===== config.mk =====
export PLATFORM = sky130hd
export DESIGN_NAME = pe_accum_sequencer
export DESIGN_NICKNAME = d
export VERILOG_FILES = /design/src/rtl/pe_ctrl_pkg.sv /design/src/rtl/pe_tag_pipe.sv /design/src/rtl/pe_accum_sequencer.sv
export SDC_FILE = /design/constraint.sdc
export NUM_CORES = 1
export LEC_CHECK = 0
export ABC_AREA = 1
export CORE_AREA = 2 2 444 446
export CTS_CLUSTER_DIAMETER = 120
export DETAILED_ROUTE_END_ITERATION = 12
export DIE_AREA = 0 0 446 448
export GPL_TIMING_DRIVEN = 0
export PLACE_DENSITY_LB_ADDON = 0.15
export SETUP_SLACK_MARGIN = 0.1
export SLEW_MARGIN = 40
export SYNTH_ARGS = -nofsm -noshare
export SYNTH_HDL_FRONTEND = slang
export SYNTH_SLANG_ARGS = --single-unit

===== constraint.sdc =====
create_clock -name clock -period 3.11 [get_ports clock]
set_input_delay 0.311 -clock clock [delete_from_list [all_inputs] [get_ports clock]]
set_output_delay 0.311 -clock clock [all_outputs]
set_load 0.005 [all_outputs]

===== src/rtl/pe_ctrl_pkg.sv =====
// Shared constants and types for the PE job controller.
package pe_ctrl_pkg;

    localparam int PE_VEC_W   = 256;
    localparam int PE_LANES   = 16;
    localparam int PE_ELEM_W  = 16;
    localparam int PE_DOT_W   = 32;
    localparam int PE_LATENCY = 3;

    typedef enum logic [1:0] {
        ST_IDLE,
        ST_RUN,
        ST_DRAIN,
        ST_DONE
    } pe_seq_state_t;

endpackage


===== src/rtl/pe_tag_pipe.sv =====
// LATENCY-deep tag shift register that mirrors the PE pipeline; one bit per
// in-flight beat, with the oldest beat at the output stage.
module pe_tag_pipe #(
    parameter int LATENCY = 3
) (
    input  logic clock,
    input  logic reset,
    input  logic clear,
    input  logic shift_in,
    output logic tag_out,
    output logic empty
);

    logic [LATENCY-1:0] tags_q;
    logic [LATENCY-1:0] tags_d;

    always_comb begin
        tags_d = (tags_q << 1) | LATENCY'(shift_in);
        if (clear) begin
            tags_d = '0;
        end
    end

    // Oldest tag is consumed this cycle; empty looks at what survives the edge,
    // so the controller can leave DRAIN in the same cycle as the last accumulate.
    assign tag_out = tags_q[LATENCY-1];
    assign empty   = (tags_d == '0);

    always_ff @(posedge clock) begin
        if (reset) begin
            tags_q <= '0;
        end else begin
            tags_q <= tags_d;
        end
    end

endmodule


===== src/rtl/pe_accum_sequencer.sv =====
// Job-level controller for one mul_accum PE: streams vector pairs in, tracks the
// fixed PE latency with a tag pipe, and accumulates results into a handshaked sum.
module pe_accum_sequencer
    import pe_ctrl_pkg::*;
#(
    parameter int LATENCY = PE_LATENCY,
    parameter int CNT_W   = 16,
    parameter int ACC_W   = 32
) (
    input  logic                 clock,
    input  logic                 reset,
    input  logic                 job_valid,
    output logic                 job_ready,
    input  logic [CNT_W-1:0]     job_count,
    input  logic [ACC_W-1:0]     job_init,
    input  logic                 abort,
    input  logic                 in_valid,
    output logic                 in_ready,
    input  logic [PE_VEC_W-1:0]  in_feature,
    input  logic [PE_VEC_W-1:0]  in_filter,
    output logic [PE_VEC_W-1:0]  pe_feature,
    output logic [PE_VEC_W-1:0]  pe_filter,
    output logic                 pe_ivalid,
    input  logic [PE_DOT_W-1:0]  pe_dot_accum,
    output logic                 res_valid,
    input  logic                 res_ready,
    output logic [ACC_W-1:0]     res_data,
    output logic                 busy
);

    pe_seq_state_t    state_q, state_d;
    logic [CNT_W-1:0] remaining_q, remaining_d;
    logic [ACC_W-1:0] acc_q, acc_d;
    logic             pipe_clear;
    logic             tag_out;
    logic             pipe_empty;

    assign pe_feature = in_feature;
    assign pe_filter  = in_filter;
    assign job_ready  = (state_q == ST_IDLE);
    assign in_ready   = (state_q == ST_RUN) && (remaining_q != '0);
    assign pe_ivalid  = in_valid && in_ready;
    assign res_valid  = (state_q == ST_DONE);
    assign res_data   = acc_q;
    assign busy       = (state_q != ST_IDLE);

    pe_tag_pipe #(
        .LATENCY (LATENCY)
    ) u_tag_pipe (
        .clock    (clock),
        .reset    (reset),
        .clear    (pipe_clear),
        .shift_in (pe_ivalid),
        .tag_out  (tag_out),
        .empty    (pipe_empty)
    );

    always_comb begin
        state_d     = state_q;
        remaining_d = remaining_q;
        acc_d       = acc_q;
        pipe_clear  = 1'b0;

        // The PE cannot stall, so a returning tag is always accumulated.
        if (tag_out) begin
            acc_d = acc_q + ACC_W'($signed(pe_dot_accum));
        end

        case (state_q)
            ST_IDLE: begin
                if (job_valid) begin
                    remaining_d = job_count;
                    acc_d       = job_init;
                    pipe_clear  = 1'b1;
                    state_d     = (job_count == '0) ? ST_DRAIN : ST_RUN;
                end
            end
            ST_RUN: begin
                if (pe_ivalid) begin
                    remaining_d = remaining_q - 1'b1;
                end
                if (remaining_d == '0) begin
                    state_d = ST_DRAIN;
                end
            end
            ST_DRAIN: begin
                if (pipe_empty) begin
                    state_d = ST_DONE;
                end
            end
            ST_DONE: begin
                if (res_ready) begin
                    state_d = ST_IDLE;
                end
            end
            default: state_d = ST_IDLE;
        endcase

        if (abort) begin
            state_d    = ST_IDLE;
            pipe_clear = 1'b1;
        end
    end

    always_ff @(posedge clock) begin
        if (reset) begin
            state_q     <= ST_IDLE;
            remaining_q <= '0;
            acc_q       <= '0;
        end else begin
            state_q     <= state_d;
            remaining_q <= remaining_d;
            acc_q       <= acc_d;
        end
    end

endmodule


# Word level (Yosys, flattened, before mapping)

Index checks and enable logic that the tools add are counted.

Order comparisons: 0
Div/mod/pow operators: 0
Equality and inequality tests: 7
$add $sub $neg: 2
Multipliers: 0
Muxes and demuxes: 17
Bitwise gates (word level): 1
Reduce and logical (&&, ||, !) cells: 12
Shift operators: 0

Operators with widths:

| cell                  | count |
|---|---|
| $mux 32               | 3 |
| $mux 16               | 3 |
| $add 32x32->32        | 1 |
| $logic_not 16->1      | 2 |
| $pmux 16 s2           | 1 |
| $reduce_bool 16->1    | 1 |
| $sub 16x1->16 const B | 1 |
| $mux 2                | 5 |
| $pmux 2 s4            | 1 |
| $eq 2x2->1 const B    | 2 |
| $ne 2x1->1 const B    | 2 |
| $ne 2x2->1 const B    | 2 |
| $reduce_and 4->1      | 1 |
| $reduce_bool 2->1     | 2 |
| $logic_not 3->1       | 1 |
| $mux 1                | 3 |
| $mux 3                | 1 |
| $or 3x1->3            | 1 |
| $eq 2x1->1 const B    | 1 |
| $logic_and 1x1->1     | 2 |
| $logic_not 2->1       | 1 |
| $reduce_and 2->1      | 1 |
| $reduce_or 2->1       | 1 |

Bits in latches: 0
Memories kept: 0
Flip-flop bits (word level): 53
Memory bits (read-only): 0
Bits in writable memories: 0

# Logic depth before layout (Yosys ltp)

Gate-level depths: netlist of the first run.

Depth after elaboration: 8
Depth in mapped cells: 20

# Modules after synthesis

Synthesis of the first run repeated with hierarchy kept, for this count alone.

Cell total of the unflattened synthesis: 1302
Area, all modules: 8657.1 um^2

Modules (own cells, without submodules):

| module             | area each (um^2) | cells an instance | times used | sequential area each (um^2) |
|---|---|---|---|---|
| pe_accum_sequencer | 8548.2           | 1289              | 1          | 1001.0 |
| pe_tag_pipe        | 108.9            | 13                | 1          | 60.1 |

# Least setup slack after synthesis of the first run

No wires, ideal clock.

Path kind: register -> register
From: register acc_q[0] (netlist: res_data[0])
To: register acc_q[24] (netlist: res_data[24])
Cell stages (with the launch flop): 12
Setup time: 70 ps
Arrival time: 2165 ps
Path buffers: 0
Period minus slack after synthesis: 2235 ps
Slack: 875 ps
Cells stage by stage: dfxtp_1 > ha_1 > inv_1 > fa_1 > o21ai_0 > a21boi_0 > o21ai_0 > nand4_1 > nand3_1 > or2_2 > nand3_1 > a21oi_1

Longest elaborated chain between the ends: 4

RTL lines:

| item                   | RTL line                  | RTL |
|---|---|---|
| start, declared        | pe_accum_sequencer.sv:33  | `logic [ACC_W-1:0] acc_q, acc_d;` |
| start signal, assigned | pe_accum_sequencer.sv:109 | `acc_q <= '0;` |
| start signal, assigned | pe_accum_sequencer.sv:113 | `acc_q <= acc_d;` |
| $add 32x32->32 *       | pe_accum_sequencer.sv:66  | `acc_d = acc_q + ACC_W'($signed(pe_dot_accum));` |
| $mux 32 *              | pe_accum_sequencer.sv:65  | `if (tag_out) begin` |
| $mux 32                | pe_accum_sequencer.sv:71  | `if (job_valid) begin` |
| $mux 32 *              | pe_accum_sequencer.sv:69  | `case (state_q)` |

Every way passes the cells marked *; elsewhere a longest branch is shown, timed or not.
A chain may end at the register's enable or synchronous reset.

# Worst setup path in the final report of the first run

From: input pe_dot_accum[0]
To: register acc_q[24] (netlist: res_data[24])

Longest elaborated chain between the ends: 4

RTL lines:

| item             | RTL line                 | RTL |
|---|---|---|
| start, declared  | pe_accum_sequencer.sv:24 | `input logic [PE_DOT_W-1:0] pe_dot_accum,` |
| $add 32x32->32 * | pe_accum_sequencer.sv:66 |  |
| $mux 32 *        | pe_accum_sequencer.sv:65 |  |
| $mux 32          | pe_accum_sequencer.sv:71 |  |
| $mux 32 *        | pe_accum_sequencer.sv:69 |  |

Marks and branches as above.

==> results.cfg, run 1 <==
[timing]
fin_worst_skew_ps = 17.91
final-setup-viol-count = 0
period_needed_ps = 2786
max_slew_margin_pct = 43.58
slew_violations = 0
hold_violations = 0
post-route-period-util_pct = 89.58
fmax_ghz = 0.3590
tightest_slew_ps = 846.3
grt_setup_unrepaired = true
setup_ws_ps = 324.1

[floorplan]
die_h_um = 448
dieArea_sq_mm = 0.1998
start_util_pct = 4.398
rows = 162
die_w_um = 446
pin_count = 1147
coreArea_sq_mm = 0.1946

[global_route]
antenna_found_initial = 68
grt_pass1_vias = 10120
grt_usage_pct = 8.391
grt_max_degree = 16
grt_pass1_wl_mm = 109.3
grt.overflow.total = 0

[power]
ir_drop_mv = 0.2342
swShare_pct = 39.88
seqPwrFrac_pct = 19.7
p_leak_nw = 7.046
pwr-share-clk_pct = 16.2
switchingPower_w = 0.001661
power_w = 0.004165
intPower_w = 0.002504
pwr_density_cell_mw_per_mm2 = 227.9
p_comb_share_pct = 64.1

[clocking]
clock_latency_ps = 330
cts_sinks = 53
htreeDepth = 2
cts_root_buf = clkbuf_16
cts_tree = yes
cts.path.max_buffers = 2
cts_buffers = 5
path_clk_slew_ps = 90
hold_buffers = 0

[placed_design]
io_buffers = 634
place_inst = 4462
dp_worst_setup_slack_ps = -550.5
dpl.hpwl_mm = 84.62
gp_congestion = 0.9224
place_area_sq_mm = 0.01809

[yosys]
yosysSeqAreaShare_pct = 12.40
synth-main-ff-cell = dfxtp_1
synth.avg_cell_area_sq_um = 6.655
synthesis.yosys.warnings = 0
synth_cell_types = 38
async_flop_share_pct = 0
yosysTopAreaCellShare_pct = 45.09
synth_fp_nets = 1921
netlist_area_sq_mm = 0.008558
synthTopCellsByArea = buf_4 (45%), dfxtp_1 (12%), nand2_1 (9.3%)
synthCells = 1286
yosys.area.top_type = buf_4
ys_seq_elements = 53
synth_edf_count = 0

[finish]
layout-drive-gt1-share_pct = 28.55
mostFrequentLayoutCells = clkdlybuf4s50_1 (634), buf_4 (517), nand2_1 (213)
final_area_sq_mm = 0.01828
synthToLayoutAreaGrowth_pct = 113.6
final_core_util_pct = 9.394
nets = 2565
fin_cells = 4476
layout_commonest_cell = clkdlybuf4s50_1

[route]
drcViolationCount = 0
routedWlPerCell_um = 20.25
drt_pass1_iterations = 5
via_count = 10400
final_antenna_net_count = 0
drt-initial-drc-count = 470
drt_wl_total_mm = 90.65
viasPerCell = 2.324

[outcome]
outcome = completed

[critical_path]
arrival_ps = 3060
crit_fanout = 4
crit_type = in2reg
crit_path_start_kind = input port
crit_path_end_kind = flop
required_ps = 3380

[min_path]
min_path_type = reg2reg

[job]
cap_violations = 0
registers in the layout, indices dropped and copies added (netlist names):
name,count
res_data,32
remaining_q,16
u_tag_pipe.tags_q,3
state_q,2
logic make-up (layout without fill, tap and decap cells):
logic type	count (synthesis)	after routing	share of synthesized area (%)
flip-flops	53	53	12.40
adder cells (fa/ha/maj)	37	37	5.497
buffers and inverters	585	1229	48.30
other	0	4	0
AND/OR/NAND/NOR	367	367	18.19
XOR/XNOR	15	15	1.535
AO/OA/AOI/OAI	229	229	14.08
layout make-up:
class | count | area, sq um
tap | 2542 | 3181
clock buffer | 6 | 138.9
inverter | 46 | 176.4
buffer | 539 | 3964
sequential | 53 | 1061
clock inverter | 1 | 7.507
antenna | 4 | 10.01
fill | 22740 | 176300
multi-input combinational | 648 | 3373
timing repair buffer | 637 | 6369
stage by stage:
stage / hold WS (ps) / TNS, ps
2_1_floorplan: 387.8 / 0
3_3_place_gp: 439.4 / -3387
3_5_place_dp: 436.4 / -2845
4_1_cts: 454.6 / 0
5_1_grt: 477.9 / 0
6_report: 453.9 / 0
final timing paths:
check / start / to / slack (ps) / depth (start not counted)
hold reg to reg: u_tag_pipe.tags_q[0] / u_tag_pipe.tags_q[1] / 450 / 2
setup reg to reg: state_q[1] / state_q[0] / 430 / 11
setup / recovery: pe_dot_accum[0] / res_data[24] / 320 / 12
hold / removal: u_tag_pipe.tags_q[0] / u_tag_pipe.tags_q[1] / 450 / 2
per-layer routing:
layer | wire length [um] | track usage (%)
met5 | 9 | 0
met4 | 1266 | 0.4843
met3 | 9495 | 3.903
met2 | 42650 | 14.01
met1 | 37230 | 10.21
cell usage after synthesis (all sizes together) (2+ instances only):
master	n
a21oi	107
a31oi	18
buf	518
clkbuf	21
clkinv	2
dfxtp	53
ha	36
inv	44
nand2	217
nand3	29
nand3b	7
nand4	11
nor2	75
nor3	14
nor4	3
o211ai	3
o21a	3
o21ai	91
or2	10
xnor2	8
xor2	7
what timing repair did:
item                                    CTS  global route
gates resized for setup                   3             4
buffers inserted                          3             0
pin swaps                                 1             0
endpoints found under the setup margin    4             4
hold endpoints to repair                  0             0
gates cloned                              0             0
worst max-delay path, cell delays in order:
cell and delay, ps:
clkdlybuf4s50_1 490, ha_1 150, inv_1 70, fa_1 490
o21ai_2 340, a21boi_0 210, o21ai_1 330, nand4_1 140
nand3_1 180, or2_2 140, nand3_1 60, a21oi_1 130
power groups by stage:
stage	clock network (W)	registers (W)	logic [W]
after global placement	0	0.000842	0.00273
after CTS	0.000726	0.000826	0.00273
after floorplan	0	0.000817	0.00120
after detailed placement	0	0.000841	0.00270
after global routing	0.000744	0.000837	0.00292
final	0.000674	0.000822	0.00267
(Power assumes the default switching activity.)
==> run 2: changes to the inputs <==
- PLACE_DENSITY: unset -> 0.35
- PLACE_DENSITY_LB_ADDON: 0.15 -> unset
==> run 2 against run 1 <==
  * Cell count is essentially flat
  * Cell area fell by 0.14%
  * Critical endpoint is now res_data[31]
  * Clock-buffer cell count up 1
  * Power down 0.32%
  * Non-clock buffer count fell by 3
  * Via count grew 4.7%
==> results.cfg, run 2 (synthesis gave the netlist of run 1 again) <==
[outcome]
outcome = completed

[finish]
multi_input_area_sq_mm = 0.003369
largest_reg_flops = 32
nets = 2562
fin_cells = 4478
synthToLayoutAreaGrowth_pct = 113.3
mostFrequentLayoutCells = clkdlybuf4s50_1 (633), buf_4 (514), nand2_1 (213)
fillCellCount = 22660
layout_commonest_cell = clkdlybuf4s50_1
seq_area_sq_mm = 0.001061
final_core_util_pct = 9.381
layout-drive-gt1-share_pct = 28.16

[clocking]
cts_root_buf = clkbuf_16
path_clk_slew_ps = 80
cts_tree = yes
clock_latency_ps = 320
cts_buffers = 5
htreeDepth = 2
cts_setup_buffers = 0
cts.path.max_buffers = 2
hold_buffers = 0
cts_sinks = 53

[critical_path]
crit_type = in2reg
arrival_ps = 3080
crit_path_end_kind = flop
required_ps = 3330
crit_path_start_kind = input port
crit_fanout = 5

[route]
via_count = 10900
drt_wl_total_mm = 103.7
final_antenna_net_count = 0
viasPerCell = 2.433
routedWlPerCell_um = 23.15
drt-initial-drc-count = 586
drcViolationCount = 0
drt_pass1_iterations = 5

[timing]
slew_violations = 0
max_slew_margin_pct = 48.63
hold_violations = 0
fin_worst_skew_ps = 8.533
grt_setup_unrepaired = false
final-setup-viol-count = 0
fmax_ghz = 0.3498
period_needed_ps = 2859
tightest_slew_ps = 768.2
post-route-period-util_pct = 91.93

[placed_design]
dpl.hpwl_mm = 97.44
gp_congestion = 1.004
io_buffers = 634
place_inst = 4462

[global_route]
grt.overflow.total = 0
antenna_found_initial = 104
grt_pass1_wl_mm = 121.8
grt_pass1_vias = 10540
grt_usage_pct = 9.654
grt_max_degree = 16

[floorplan]
start_util_pct = 4.398
die_h_um = 448
dieArea_sq_mm = 0.1998
rows = 162
coreArea_sq_mm = 0.1946
pin_count = 1147
die_w_um = 446

[min_path]
min_path_type = reg2reg

[power]
pwr-share-clk_pct = 14.8
seqPwrFrac_pct = 19.7
ir_drop_mv = 0.1992
swShare_pct = 40.39
intPower_w = 0.002475
pwr_density_cell_mw_per_mm2 = 227.5
p_leak_nw = 7.035
switchingPower_w = 0.001677
p_comb_share_pct = 65.5

[job]
cap_violations = 0
==> run 2: cell count changes in the layout (fill, tap and decap cells not counted), sizes merged <==
cell,before,now
diode,4,8
buf,521,518
clkbuf,27,28
clkdlybuf4s50,634,633
clkinv,1,2
clkinvlp,2,1
dlymetal6s2s,0,1
==> run 2: metrics by stage <==
stage          cell area (sq um)  power, W  setup TNS, ps  hold slack, ps  setup slack [ps]
3_5_place_dp               18090  0.003577          -1010           437.3            -352.6
6_report                   18250  0.004152              0           450.9             250.8
3_3_place_gp               18080  0.003600          -1002           432.0            -344.2
5_1_grt                    18250  0.004473              0           462.9             117.9
4_1_cts                    18230  0.004237              0           451.5             197.4
2_1_floorplan               8558  0.002018              0           387.8             875.1
==> run 2: routing by layer <==
layer	track usage [%]	up-vias	part of all wire [%]	wire [um]
li1	-	4967	-	-
met1	11.07	4962	39	40100
met2	15.31	727	45	46380
met3	6.492	216	15	15170
met4	0.8448	24	1.8	1887
met5	0	-	0.13	138
==> run 2: path summary, 6_finish.rpt <==
check,startpoint,end,slack [ps],cells past startpoint
worst max-delay path,pe_dot_accum[2],res_data[31],250,13
worst min-delay path,u_tag_pipe.tags_q[0],u_tag_pipe.tags_q[1],450,2
worst max register to register,res_data[2],res_data[31],340,12
worst min register to register,u_tag_pipe.tags_q[0],u_tag_pipe.tags_q[1],450,2
==> run 2: power by group through the flow <==
| stage | Sequential [W] | Combinational (W) | Clock (W) |
|---|---|---|---|
| 6_report | 0.000819 | 0.00272 | 0.000615 |
| 3_3_place_gp | 0.000834 | 0.00277 | 0 |
| 2_1_floorplan | 0.000817 | 0.00120 | 0 |
| 3_5_place_dp | 0.000836 | 0.00274 | 0 |
| 4_1_cts | 0.000821 | 0.00276 | 0.000657 |
| 5_1_grt | 0.000833 | 0.00296 | 0.000683 |
==> run 2: repair_timing <==
action	4_1_cts	5_1_grt
setup endpoints to repair	2	2
gates cloned	0	0
hold endpoints to repair	0	0
gates resized for setup	2	2
==> run 2: cell type report <==
cell class,instances,area share (%)
timing repair buffer,634,34.78
buffer,539,21.70
multi-input combinational,648,18.46
tap,2542,17.42
sequential,53,5.813
inverter,46,0.9459
clock buffer,7,0.7266
antenna,8,0.1097
clock inverter,1,0.04113
==> run 2: critical path: stages <==
cell and delay (ps):
clkdlybuf4s50_1 430, ha_1 380, nand2_1 70, o211ai_1 450, a21oi_1 240, o21ai_1 500
nand4_1 190, nand3_1 110, nand2_1 60, nand2_1 50, nand3_1 130, nand2_1 100
inv_1 40
